## config.mk

```make
export PLATFORM = sky130hd
export DESIGN_NAME = uc_multiciclo_flat
export DESIGN_NICKNAME = d
export VERILOG_FILES = /design/src/rtl/uc_pkg.sv /design/src/rtl/uc_multiciclo_if.sv /design/src/rtl/uc_decode.sv /design/src/rtl/uc_multiciclo.sv /design/src/flat_wrapper.sv
export SDC_FILE = /design/constraint.sdc
export NUM_CORES = 1
export LEC_CHECK = 0
export CELL_PAD_IN_SITES_DETAIL_PLACEMENT = 0
export CELL_PAD_IN_SITES_GLOBAL_PLACEMENT = 1
export CORE_ASPECT_RATIO = 1.1
export CORE_MARGIN = 10
export CORE_UTILIZATION = 37
export CTS_CLUSTER_DIAMETER = 120
export DETAILED_ROUTE_END_ITERATION = 10
export PLACE_DENSITY = 0.84
export SLEW_MARGIN = 30
export SYNTH_ARGS = -nofsm -noshare
export SYNTH_HDL_FRONTEND = slang
export SYNTH_SLANG_ARGS = --single-unit
```

## constraint.sdc

```tcl
create_clock -name clk -period 2.4 [get_ports clk]
set_input_delay 0.36 -clock clk [delete_from_list [all_inputs] [get_ports clk]]
set_output_delay 0.36 -clock clk [all_outputs]
set_load 0.01 [all_outputs]
```

## src/rtl/uc_pkg.sv

```systemverilog
// rtl/uc_pkg.sv - opcode map, FSM states and control bundle for the multicycle sequencer
package uc_pkg;

  localparam logic [5:0] OP_J         = 6'b000100;
  localparam logic [5:0] OP_JZ        = 6'b000010;
  localparam logic [5:0] OP_JNZ       = 6'b000001;
  localparam logic [5:0] OP_HALT      = 6'b000011;
  localparam logic [3:0] OP_LI_PREFIX = 4'b0100;
  localparam int         ALU_BIT      = 5;

  typedef enum logic [2:0] {
    IDLE,
    FETCH,
    DECODE,
    EXEC,
    HALT,
    ERR
  } state_t;

  typedef struct packed {
    logic       pc_en;
    logic       s_inc;
    logic       s_inm;
    logic       we3;
    logic       wez;
    logic [2:0] op_alu;
  } ctrl_t;

  // Safe bundle: no writes, PC mux parked on increment
  localparam ctrl_t CTRL_DEFAULT = '{pc_en: 1'b0, s_inc: 1'b1, s_inm: 1'b0,
                                     we3: 1'b0, wez: 1'b0, op_alu: 3'b000};

  function automatic logic branch_taken(input logic [5:0] opcode, input logic z);
    return (opcode == OP_J) | ((opcode == OP_JZ) & z) | ((opcode == OP_JNZ) & ~z);
  endfunction

endpackage

```

## src/rtl/uc_multiciclo_if.sv

```systemverilog
// rtl/uc_multiciclo_if.sv - instruction-memory handshake and datapath control bus
interface uc_multiciclo_if;
  logic       imem_req;
  logic       imem_ack;
  logic       ir_load;
  logic       pc_en;
  logic       s_inc;
  logic       s_inm;
  logic       we3;
  logic       wez;
  logic [2:0] op_alu;
  logic [5:0] opcode;
  logic       z;

  modport master (
    output imem_req, ir_load, pc_en, s_inc, s_inm, we3, wez, op_alu,
    input  imem_ack, opcode, z
  );

  modport slave (
    input  imem_req, ir_load, pc_en, s_inc, s_inm, we3, wez, op_alu,
    output imem_ack, opcode, z
  );
endinterface

```

## src/rtl/uc_decode.sv

```systemverilog
// rtl/uc_decode.sv - maps opcode and latched branch decision to the EXEC control bundle
module uc_decode
  import uc_pkg::*;
(
  input  logic [5:0] opcode,
  input  logic       taken,
  output ctrl_t      ctrl
);

  always_comb begin
    ctrl = CTRL_DEFAULT;
    if (opcode != OP_HALT) begin
      ctrl.pc_en = 1'b1;
      ctrl.s_inc = ~taken;
      if (opcode[ALU_BIT]) begin
        ctrl.we3    = 1'b1;
        ctrl.wez    = 1'b1;
        ctrl.op_alu = opcode[4:2];
      end else if (opcode[5:2] == OP_LI_PREFIX) begin
        ctrl.we3   = 1'b1;
        ctrl.s_inm = 1'b1;
      end
    end
  end

endmodule

```

## src/rtl/uc_multiciclo.sv

```systemverilog
// rtl/uc_multiciclo.sv - FETCH/DECODE/EXEC sequencer with run/halt, fetch timeout and retire count
module uc_multiciclo
  import uc_pkg::*;
#(
  parameter int TIMEOUT = 15,
  parameter int CNT_W   = 16
) (
  input  logic                 clk,
  input  logic                 reset,
  input  logic                 run,
  uc_multiciclo_if.master      bus,
  output logic                 halted,
  output logic                 err,
  output logic [CNT_W-1:0]     retired
);

  localparam logic [7:0] TMO_MAX = 8'(TIMEOUT);

  state_t           state_q, state_d;
  logic [7:0]       tmo_q, tmo_d;
  logic             taken_q, taken_d;
  logic [CNT_W-1:0] retired_q, retired_d;

  ctrl_t dec_ctrl;
  ctrl_t ctrl;
  logic  imem_req;
  logic  ir_load;

  uc_decode u_decode (
    .opcode (bus.opcode),
    .taken  (taken_q),
    .ctrl   (dec_ctrl)
  );

  always_ff @(posedge clk or negedge reset) begin
    if (!reset) begin
      state_q   <= IDLE;
      tmo_q     <= '0;
      taken_q   <= 1'b0;
      retired_q <= '0;
    end else begin
      state_q   <= state_d;
      tmo_q     <= tmo_d;
      taken_q   <= taken_d;
      retired_q <= retired_d;
    end
  end

  always_comb begin
    state_d   = state_q;
    tmo_d     = tmo_q;
    taken_d   = taken_q;
    retired_d = retired_q;
    imem_req  = 1'b0;
    ir_load   = 1'b0;
    halted    = 1'b0;
    err       = 1'b0;
    ctrl      = CTRL_DEFAULT;
    case (state_q)
      IDLE: begin
        if (run) state_d = FETCH;
      end
      FETCH: begin
        imem_req = 1'b1;
        // An ack in the cycle the count would expire still completes the fetch
        if (bus.imem_ack) begin
          ir_load = 1'b1;
          tmo_d   = '0;
          state_d = DECODE;
        end else begin
          tmo_d = tmo_q + 8'd1;
          if (tmo_d == TMO_MAX) state_d = ERR;
        end
      end
      DECODE: begin
        taken_d = branch_taken(bus.opcode, bus.z);
        state_d = EXEC;
      end
      EXEC: begin
        ctrl = dec_ctrl;
        if (bus.opcode == OP_HALT) begin
          state_d = HALT;
        end else begin
          retired_d = retired_q + 1'b1;
          state_d   = run ? FETCH : IDLE;
        end
      end
      HALT: begin
        halted = 1'b1;
        if (!run) state_d = IDLE;
      end
      ERR: begin
        err = 1'b1;
      end
      default: state_d = IDLE;
    endcase
  end

  assign bus.imem_req = imem_req;
  assign bus.ir_load  = ir_load;
  assign bus.pc_en    = ctrl.pc_en;
  assign bus.s_inc    = ctrl.s_inc;
  assign bus.s_inm    = ctrl.s_inm;
  assign bus.we3      = ctrl.we3;
  assign bus.wez      = ctrl.wez;
  assign bus.op_alu   = ctrl.op_alu;
  assign retired      = retired_q;

endmodule

```

## src/flat_wrapper.sv

```systemverilog
// flat-port wrapper written by rule: the top's interface ports become plain ports
module uc_multiciclo_flat import uc_pkg::*;
#(
  parameter int TIMEOUT = 15,
  parameter int CNT_W   = 16
)
  (clk, reset, run, halted, err, retired, bus_imem_req, bus_ir_load, bus_pc_en, bus_s_inc, bus_s_inm, bus_we3, bus_wez, bus_op_alu, bus_imem_ack, bus_opcode, bus_z);
  uc_multiciclo_if bus_i ();
  input  logic clk;
  input  logic reset;
  input  logic run;
  output logic halted;
  output logic err;
  output logic [CNT_W-1:0] retired;
  output wire logic [$bits(bus_i.imem_req)-1:0] bus_imem_req;
  output wire logic [$bits(bus_i.ir_load)-1:0] bus_ir_load;
  output wire logic [$bits(bus_i.pc_en)-1:0] bus_pc_en;
  output wire logic [$bits(bus_i.s_inc)-1:0] bus_s_inc;
  output wire logic [$bits(bus_i.s_inm)-1:0] bus_s_inm;
  output wire logic [$bits(bus_i.we3)-1:0] bus_we3;
  output wire logic [$bits(bus_i.wez)-1:0] bus_wez;
  output wire logic [$bits(bus_i.op_alu)-1:0] bus_op_alu;
  input wire logic [$bits(bus_i.imem_ack)-1:0] bus_imem_ack;
  input wire logic [$bits(bus_i.opcode)-1:0] bus_opcode;
  input wire logic [$bits(bus_i.z)-1:0] bus_z;
  assign bus_imem_req = bus_i.imem_req;
  assign bus_ir_load = bus_i.ir_load;
  assign bus_pc_en = bus_i.pc_en;
  assign bus_s_inc = bus_i.s_inc;
  assign bus_s_inm = bus_i.s_inm;
  assign bus_we3 = bus_i.we3;
  assign bus_wez = bus_i.wez;
  assign bus_op_alu = bus_i.op_alu;
  assign bus_i.imem_ack = bus_imem_ack;
  assign bus_i.opcode = bus_opcode;
  assign bus_i.z = bus_z;
  uc_multiciclo #(.TIMEOUT(TIMEOUT), .CNT_W(CNT_W)) u_core (.clk(clk), .reset(reset), .run(run), .bus(bus_i), .halted(halted), .err(err), .retired(retired));
endmodule
```

==> results of run 1 <==
[state kept, by name, indices dropped and copies added (netlist names)]
| register | count |
|---|---|
| u_core.retired | 16 |
| u_core.tmo_q | 8 |
| u_core.state_q | 3 |
| u_core.taken_q | 1 |
[cell type report]
type,instances,area (µm²)
Fill cell,386,1960
Multi-Input combinational cell,125,828
Sequential cell,28,702
Timing Repair Buffer,46,440
Tap cell,52,65.1
Clock buffer,4,55.1
Inverter,2,7.51
[worst register-to-register path: stages (launching register included)]
cell and delay, ps:
dfrtp_1 420, inv_1 90, ha_1 130, or4b_4 460, nor3b_2 180, a21oi_1 90, a211oi_2 260, mux2_1 350
[metrics by stage]
stage | power (µW) | util [%]
finish | 1770 | 51.8
global route | 1920 | 51.8
CTS | 1790 | 51.7
detailed placement | 1490 | 50.3
global placement | 1450 | 50.3
floorplan | 1170 | -
[per-layer routing]
| layer | vias up | global-route usage [%] | share of wire (%) |
|---|---|---|---|
| li1 | 652 | - | - |
| met1 | 645 | 13.6 | 41 |
| met5 | - | 0 | 0 |
| met3 | 7 | 4.36 | 7.9 |
| met4 | 0 | 3.72 | 1.8 |
| met2 | 40 | 19.5 | 49 |
[cells in the final DEF (no fill, tap or decap), drive strengths merged]
master | Yosys | routed
clkdlybuf4s50 | 0 | 38
dfrtp | 28 | 28
nand2 | 18 | 18
xnor2 | 15 | 15
o21ai | 14 | 14
nor2 | 13 | 13
and3 | 10 | 10
buf | 4 | 8
nand4 | 6 | 6
a21oi | 6 | 6
nand3 | 5 | 5
clkbuf | 3 | 4
mux2 | 4 | 4
nor3 | 3 | 3
and2 | 3 | 3
nor2b | 3 | 3
a31oi | 3 | 3
ha | 3 | 3
nand3b | 3 | 3
inv | 2 | 2
nand2b | 2 | 2
xor2 | 2 | 2
nor3b | 2 | 2
a41oi | 1 | 1
nor4 | 1 | 1
nor4b | 1 | 1
or3 | 1 | 1
or4b | 1 | 1
a211oi | 1 | 1
o32a | 1 | 1
o31ai | 1 | 1
mux2i | 1 | 1
and4 | 1 | 1
[cell families after synthesis]
family / Yosys count / synth area share (%)
fa+ha+maj: 3 / 2.37
mux: 5 / 3.47
xor+xnor: 17 / 9.39
compound gates: 27 / 10.7
flops: 28 / 44.2
simple gates: 73 / 26.1
buf+inv: 9 / 3.79
[repair_timing]
action | CTS | global route
hold endpoints to repair | 0 | 0
setup endpoints to repair | 0 | 2
hold buffers | 0 | 0
resized for setup | 0 | 2
[worst paths after layout]
kind | start | end | slack [ps]
worst min register to register | u_core.retired[15]$_DFFE_PN0P_ | u_core.retired[15]$_DFFE_PN0P_ | 500
worst max-delay path | bus_opcode[2] | bus_s_inc | 150
worst max register to register | u_core.tmo_q[0]$_DFFE_PN0N_ | u_core.state_q[0]$_DFFE_PN0P_ | 310
min in group clk | u_core.retired[15]$_DFFE_PN0P_ | u_core.retired[15]$_DFFE_PN0P_ | 500
max in group asynchronous | reset | u_core.state_q[0]$_DFFE_PN0P_ | 1660
worst min-delay path | reset | u_core.retired[14]$_DFFE_PN0P_ | 450
[power breakdown]
part / internal (µW) / switching (µW)
sequential: 572 / 127
clock: 147 / 145
combinational: 420 / 355
total: 1140 / 627
==> impl_metrics.env, run 1 <==
export IMPL_fin_hold_ws_ps=450
export IMPL_rsz0062_at_grt="false"
export IMPL_cts_sinks=28
export IMPL_ios=39
export IMPL_drt_iter0_markers=130
export IMPL_power_density_nw_per_um2=842
export IMPL_min_period_ps=2250
export IMPL_fin_crit_sh_pct=93.5
export IMPL_drt_total_wl_um=3860
export IMPL_wire_per_inst_um=15.0
export IMPL_fin_worst_skew_ps=4.08
export IMPL_layout_drive_gt1_share_pct=13.2
export IMPL_vdd_drop_max_uv=315
export IMPL_hold_class="input pin to asynchronous set/reset pin"
export IMPL_synth_ff_type="dfrtp_1"
export IMPL_syn_avg_cell_area_um2=9.79
export IMPL_max_freq_ghz=0.445
export IMPL_grt_overflow=0
export IMPL_cp_start_kind="input pin"
export IMPL_drc=0
export IMPL_path_common_cell="clkdlybuf4s50_1"
export IMPL_cts_tree="built"
export IMPL_end_kind="primary output"
export IMPL_ys_warnings_count=0
export IMPL_required_ps=2040
export IMPL_grt_first_pass_wirelength_um=6820
export IMPL_tightest_slew_ps=364
export IMPL_slew_headroom_pct=75.7
export IMPL_worstPathMaxFanout=5
export IMPL_synth_top_area_share_pct=44.2
export IMPL_antenna_found_initial=0
export IMPL_setup_viol=0
export IMPL_cp_cell_sequence="clkdlybuf4s50_1 > nor2_2 > a41oi_2 > nand2_1 > clkdlybuf4s50_1"
export IMPL_synth_most_common_cell="dfrtp_1"
export IMPL_synth_edf_count=0
export IMPL_fp_dieH_um=88.7
export IMPL_chipWidth_um=82.4
export IMPL_path_delay_family="buffers and inverters"
export IMPL_grt_usage_pct=11.7
export IMPL_status="finished clean"
export IMPL_place_gp_congestion=0.814
export IMPL_dpl_cell_area_um2=2040
export IMPL_die_area_um2=7310
export IMPL_clock_latency_ps=270
export IMPL_post_place_cells=253
export IMPL_path_buf_inv=2
export IMPL_worst_path_stages=5
export IMPL_path_clk_slew_ps=100
export IMPL_core_area_um2=4050
export IMPL_fin_cells=257
export IMPL_drtPass1Iterations=4
export IMPL_synth_common_cells="dfrtp_1, nand2_1, xnor2_1"
export IMPL_syn_inst=162
export IMPL_ys_types=41
export IMPL_dp_hpwl_um=2930
export IMPL_worstRegToRegCells=7
export IMPL_cts_max_level=1
export IMPL_vias=1344
export IMPL_via_per_inst=5.23
export IMPL_ys_seq_area_share_pct=44.2
export IMPL_root_buffer="clkbuf_8"
export IMPL_ant_nets=0
export IMPL_critical_path_class="input pin to primary output"
export IMPL_cts_max_path_buffers=2
export IMPL_p_leak_uw=0.000878
export IMPL_io_buffers=38
export IMPL_synth_seq_cells=28
export IMPL_layout_nets=220
export IMPL_hold_violations=0
export IMPL_initial_core_util_pct=39.1
export IMPL_finalSetupTns_ps=0
export IMPL_grt_max_degree=29
export IMPL_numCtsBuffers=3
export IMPL_grt_pass1_vias=1386
export IMPL_slowest_delay_ps=540
export IMPL_syn_nets=176
export IMPL_final_max_slew_viol_count=0
export IMPL_design_area_um2=2100
export IMPL_setup_ws_ps=155
export IMPL_maxCapViolations=0
export IMPL_synthArstFlopShare_pct=100
export IMPL_syn_area_um2=1590
export IMPL_row_count=24
export IMPL_cp_slowest_cell="clkdlybuf4s50_1"
export IMPL_worst_ep_arrival_time_ps=1890
export IMPL_synth_top_area_cell="dfrtp_1"
export IMPL_post_cts_setup_buffers=0
export IMPL_synthTopCellsByArea="dfrtp_1, xnor2_1, nand2_1"
export IMPL_dpl_worst_slack_ps=97.5
export IMPL_antenna_cells=0
export IMPL_syn_to_final_growth_pct=32.3
(Power assumes the default switching activity.)
==> inputs of run 2 (changes only) <==
CORE_MARGIN = unset   (was 10)
CTS_CLUSTER_SIZE = 25   (was unset)
clock period = 2.3 ns   (was 2.4 ns; I/O delays follow)
==> run 2 against run 1 <==
Against the previous run: combinational power barely moved; final area rose by 0.48%; die area fell by 38%; total power rose by 7.6%; via count fell by 3.4%; final cell count fell by 0.39%; non-clock buffer count fell by 1; count of clock-buffer cells in the layout fell by 1; first-iteration DRC count fell by 31%; clock skew rose by 1.1 ps; sequential cell count did not move.
==> impl_metrics.env, run 2 (synthesized netlist as in run 1, its figures left out) <==
export IMPL_layout_drive_gt1_share_pct=13.2
export IMPL_drt_iter0_markers=90
export IMPL_core_area_um2=4020
export IMPL_antenna_cells=0
export IMPL_setup_viol=0
export IMPL_root_buffer="clkbuf_8"
export IMPL_reg2reg_slack_ps=180
export IMPL_wire_per_inst_um=13.3
export IMPL_worstPathMaxFanout=9
export IMPL_die_area_um2=4550
export IMPL_slowest_delay_ps=530
export IMPL_p_leak_uw=0.000878
export IMPL_post_place_cells=252
export IMPL_slew_headroom_pct=76.8
export IMPL_startpoint="u_core.state_q[1]$_DFFE_PN0P_"
export IMPL_final_common_cell="clkdlybuf4s50_1"
export IMPL_rsz0062_at_grt="false"
export IMPL_cts_max_path_buffers=2
export IMPL_initial_core_util_pct=39.4
export IMPL_grt_max_degree=29
export IMPL_drtPass1Iterations=4
export IMPL_fin_cells=256
export IMPL_cts_sinks=28
export IMPL_required_ps=1960
export IMPL_path_clk_slew_ps=100
export IMPL_cp_slowest_cell="clkdlybuf4s50_1"
export IMPL_io_buffers=38
export IMPL_ant_nets=0
export IMPL_cp_start_kind="flop"
export IMPL_worstRegToRegCells=7
export IMPL_via_per_inst=5.07
export IMPL_row_count=24
export IMPL_clock_latency_ps=270
export IMPL_hold_class="input pin to asynchronous set/reset pin"
export IMPL_grt_pass1_vias=1267
export IMPL_place_gp_congestion=0.818
export IMPL_min_period_ps=2190
export IMPL_ios=39
export IMPL_cts_max_level=1
export IMPL_final_cell_mix="clkdlybuf4s50_1, dfrtp_1, nand2_1, xnor2_1, o21ai_0"
export IMPL_numCtsBuffers=3
export IMPL_status="finished clean"
export IMPL_end_kind="primary output"
export IMPL_critical_path_class="flop to primary output"
export IMPL_vdd_drop_max_uv=398
export IMPL_syn_to_final_growth_pct=32.9
export IMPL_layout_nets=219
export IMPL_grt_overflow=0
export IMPL_grt_first_pass_wirelength_um=5800
export IMPL_finalSetupTns_ps=0
export IMPL_drt_total_wl_um=3410
export IMPL_cp_cell_sequence="nor2b_1 > nand2b_1 > inv_1 > and2_1 > clkdlybuf4s50_1"
export IMPL_cts_tree="built"
export IMPL_maxCapViolations=0
export IMPL_hold_violations=0
export IMPL_r2r_start="u_core.tmo_q[0]$_DFFE_PN0N_"
export IMPL_fin_crit_sh_pct=95.1
export IMPL_antenna_found_initial=0
export IMPL_cts_hold_buf=0
export IMPL_grt_usage_pct=16.1
export IMPL_max_freq_ghz=0.457
export IMPL_dp_hpwl_um=2580
export IMPL_fp_dieH_um=70.7
export IMPL_chipWidth_um=64.4
export IMPL_tightest_slew_ps=348
export IMPL_fin_worst_skew_ps=5.21
export IMPL_drc=0
export IMPL_power_density_nw_per_um2=901
export IMPL_largest_reg_flops=16
export IMPL_vias=1298
export IMPL_final_max_slew_viol_count=0
export IMPL_worst_ep_arrival_time_ps=1840
run 2: cell types whose count changed in the layout (fill, tap and decap cells not counted):
cell	previous run	this run
bufinv_16	0	1
dfrtp_2	1	2
dfrtp_1	27	26
clkbuf_8	4	3
buf_4	8	7
run 2: area by class of cell:
class                      count  area [µm²]
sequential                    28         703
clock buffer                   3        41.3
timing repair buffer          45         433
multi-input combinational    125         828
inverter                       2        7.51
tap                           52        65.1
clock inverter                 1        30.0
fill                         379        1920
run 2: path summary, 6_finish.rpt:
kind                                             endpoint
max                                           bus_ir_load
min                        u_core.retired[13]$_DFFE_PN0P_
max reg2reg                 u_core.state_q[0]$_DFFE_PN0P_
min reg2reg                u_core.retired[15]$_DFFE_PN0P_
max in group asynchronous   u_core.state_q[0]$_DFFE_PN0P_
min in group clk           u_core.retired[15]$_DFFE_PN0P_
run 2: power by group:
| part | internal, µW | switching (µW) |
|---|---|---|
| Combinational | 427 | 344 |
| Sequential | 598 | 145 |
| Clock | 233 | 152 |
| Total | 1260 | 641 |
run 2: through the flow:
stage	setup WS, ps	power, µW	area [µm²]	util [%]	hold WS (ps)
after floorplan	329	1220	1590	-	49.4
after global placement	126	1500	2030	50.5	467
after detailed placement	72.1	1530	2030	50.5	466
after CTS	34.1	1920	2100	52.3	443
after global routing	12.2	2040	2110	52.4	460
final	112	1900	2110	52.4	434
run 2: repair_timing:
item | 4_1_cts | 5_1_grt
setup endpoints to repair | 0 | 3
buffers inserted | 0 | 0
resized for setup | 0 | 3
run 2: per-layer routing:
layer	wire length, µm	share of wire [%]	vias to the layer above	global-route usage, %
li1	-	-	654	-
met2	1660	49	23	27.0
met1	1620	47	616	21.6
met3	99	2.9	5	2.26
met5	0	0	-	0
met4	37	1.1	0	4.44
run 2: critical path, delay by kind of cell, from the launching register on:
kind          cells  cell delay [ps]
buf+inv           2              610
flops             1              490
simple gates      3              480
==> inputs of run 3 (changes only) <==
CORE_ASPECT_RATIO = 0.75   (was 1.1)
==> run 3 against run 2 <==
Against the previous run: total power is 4.2% lower; wire length is 3.5% higher; final area is 0.65% lower; hold slack better by 31 ps; largest cell class unchanged; sequential share of layout area is 0.16 points higher; worst setup slack better by 2.5 ps; largest power group unchanged; utilization is 1.0 points lower; combinational power hardly changed; final cell count is 1.2% higher.
==> impl_metrics.env, run 3 (synthesized netlist as in run 1, its figures left out) <==
export IMPL_core_area_um2=4080
export IMPL_required_ps=1960
export IMPL_hold_class="input pin to asynchronous set/reset pin"
export IMPL_vias=1333
export IMPL_final_cell_mix="clkdlybuf4s50_1, dfrtp_1, nand2_1, xnor2_1, o21ai_0"
export IMPL_slew_headroom_pct=76.3
export IMPL_drt_iter0_markers=72
export IMPL_io_buffers=38
export IMPL_grt_overflow=0
export IMPL_status="finished clean"
export IMPL_largest_reg_flops=16
export IMPL_wire_per_inst_um=13.6
export IMPL_final_common_cell="clkdlybuf4s50_1"
export IMPL_p_leak_uw=0.000873
export IMPL_fin_crit_sh_pct=95.0
export IMPL_postLayoutCoreUtil_pct=51.3
export IMPL_power_density_nw_per_um2=870
export IMPL_finalSetupTns_ps=0
export IMPL_layout_nets=219
export IMPL_ant_nets=0
export IMPL_grt_usage_pct=16.9
export IMPL_fillCellCount=402
export IMPL_via_per_inst=5.15
export IMPL_grt_first_pass_wirelength_um=6020
export IMPL_drtPass1Iterations=4
export IMPL_layout_drive_gt1_share_pct=12.7
export IMPL_seq_area_um2=702
export IMPL_chipWidth_um=77.6
export IMPL_hold_violations=0
export IMPL_multi_input_area_um2=828
export IMPL_final_max_slew_viol_count=0
export IMPL_cts_max_path_buffers=2
export IMPL_grt_max_degree=29
export IMPL_clock_latency_ps=270
export IMPL_ios=39
export IMPL_place_gp_congestion=0.822
export IMPL_worst_ep_arrival_time_ps=1840
export IMPL_rsz0062_at_grt="false"
export IMPL_antenna_cells=0
export IMPL_tightest_slew_ps=355
export IMPL_fp_dieH_um=58.7
export IMPL_critical_path_class="input pin to primary output"
export IMPL_cts_tree="built"
export IMPL_row_count=20
export IMPL_fin_worst_skew_ps=6.62
export IMPL_min_period_ps=2190
export IMPL_max_freq_ghz=0.458
export IMPL_drt_total_wl_um=3530
export IMPL_end_kind="primary output"
export IMPL_numCtsBuffers=3
export IMPL_die_area_um2=4560
export IMPL_cts_max_level=1
export IMPL_cp_start_kind="input pin"
export IMPL_grt_pass1_vias=1238
export IMPL_cts_sinks=28
export IMPL_path_clk_slew_ps=100
export IMPL_setup_viol=0
export IMPL_maxCapViolations=0
export IMPL_antenna_found_initial=0
export IMPL_drc=0
export IMPL_dp_hpwl_um=2660
export IMPL_syn_to_final_growth_pct=32.0
export IMPL_root_buffer="clkbuf_8"
export IMPL_vdd_drop_max_uv=474
export IMPL_initial_core_util_pct=38.9
export IMPL_worstPathMaxFanout=5
[run 3: changes by cell type in the layout (fill, tap and decap cells not counted), sizes merged]
cell / previous run / this run
bufinv: 1 / 0
clkbuf: 3 / 4
[run 3: area by class of cell]
cell class,count,share of cell area [%]
well taps,55,3.29
clock buffers,4,2.63
multi-input cells,125,39.5
inverters,2,0.358
repair buffers,45,20.7
flip-flops and latches,28,33.5
[run 3: worst paths after layout]
check                                                     from                        endpoint  slack, ps  cells after the start
worst max-delay path                             bus_opcode[4]                       bus_s_inc        110                      5
worst min-delay path                                     reset   u_core.state_q[1]$_DFFE_PN0P_        460                      2
worst max register to register     u_core.tmo_q[0]$_DFFE_PN0N_   u_core.state_q[0]$_DFFE_PN0P_        200                      7
worst min register to register  u_core.retired[15]$_DFFE_PN0P_  u_core.retired[15]$_DFFE_PN0P_        490                      1
max in group asynchronous                                reset   u_core.state_q[0]$_DFFE_PN0P_       1560                      2
min in group clk                u_core.retired[15]$_DFFE_PN0P_  u_core.retired[15]$_DFFE_PN0P_        490                      1
[run 3: what timing repair did]
action                                  in CTS  in global routing
endpoints found under the setup margin       0                  3
endpoints found under the hold margin        0                  0
buffers inserted                             0                  0
gates resized for setup                      0                  2
hold buffers                                 0                  0
[run 3: critical path, cell delays in order]
cell and delay [ps]:
clkdlybuf4s50_1 490, nor2_1 220, a41oi_2 170, nand2_1 90, clkdlybuf4s50_1 530
[run 3: layer usage]
metal  GRT usage [%]  up-vias  part of all wire, %
met5               0        -                    0
met4            2.43        0                 0.23
met3            3.72        2                  2.9
met2            29.3       25                   50
met1            22.4      653                   47
li1                -      653                    -
[run 3: stage by stage]
stage | hold WS, ps | instance area, µm² | power, µW | cells | setup slack (ps)
after floorplan | 49.4 | 1590 | 1220 | 162 | 329
after global placement | 467 | 2040 | 1500 | 255 | 129
final | 465 | 2090 | 1820 | 259 | 115
after global routing | 485 | 2090 | 1950 | 259 | 18.5
after detailed placement | 484 | 2040 | 1530 | 255 | 46.5
after CTS | 488 | 2090 | 1840 | 259 | 48.8
[run 3: power by group]
| part | internal, µW | switching, µW | total, µW |
|---|---|---|---|
| sequential | 596 | 148 | 745 |
| combinational | 429 | 345 | 774 |
| clock | 153 | 149 | 303 |
| total | 1180 | 643 | 1820 |
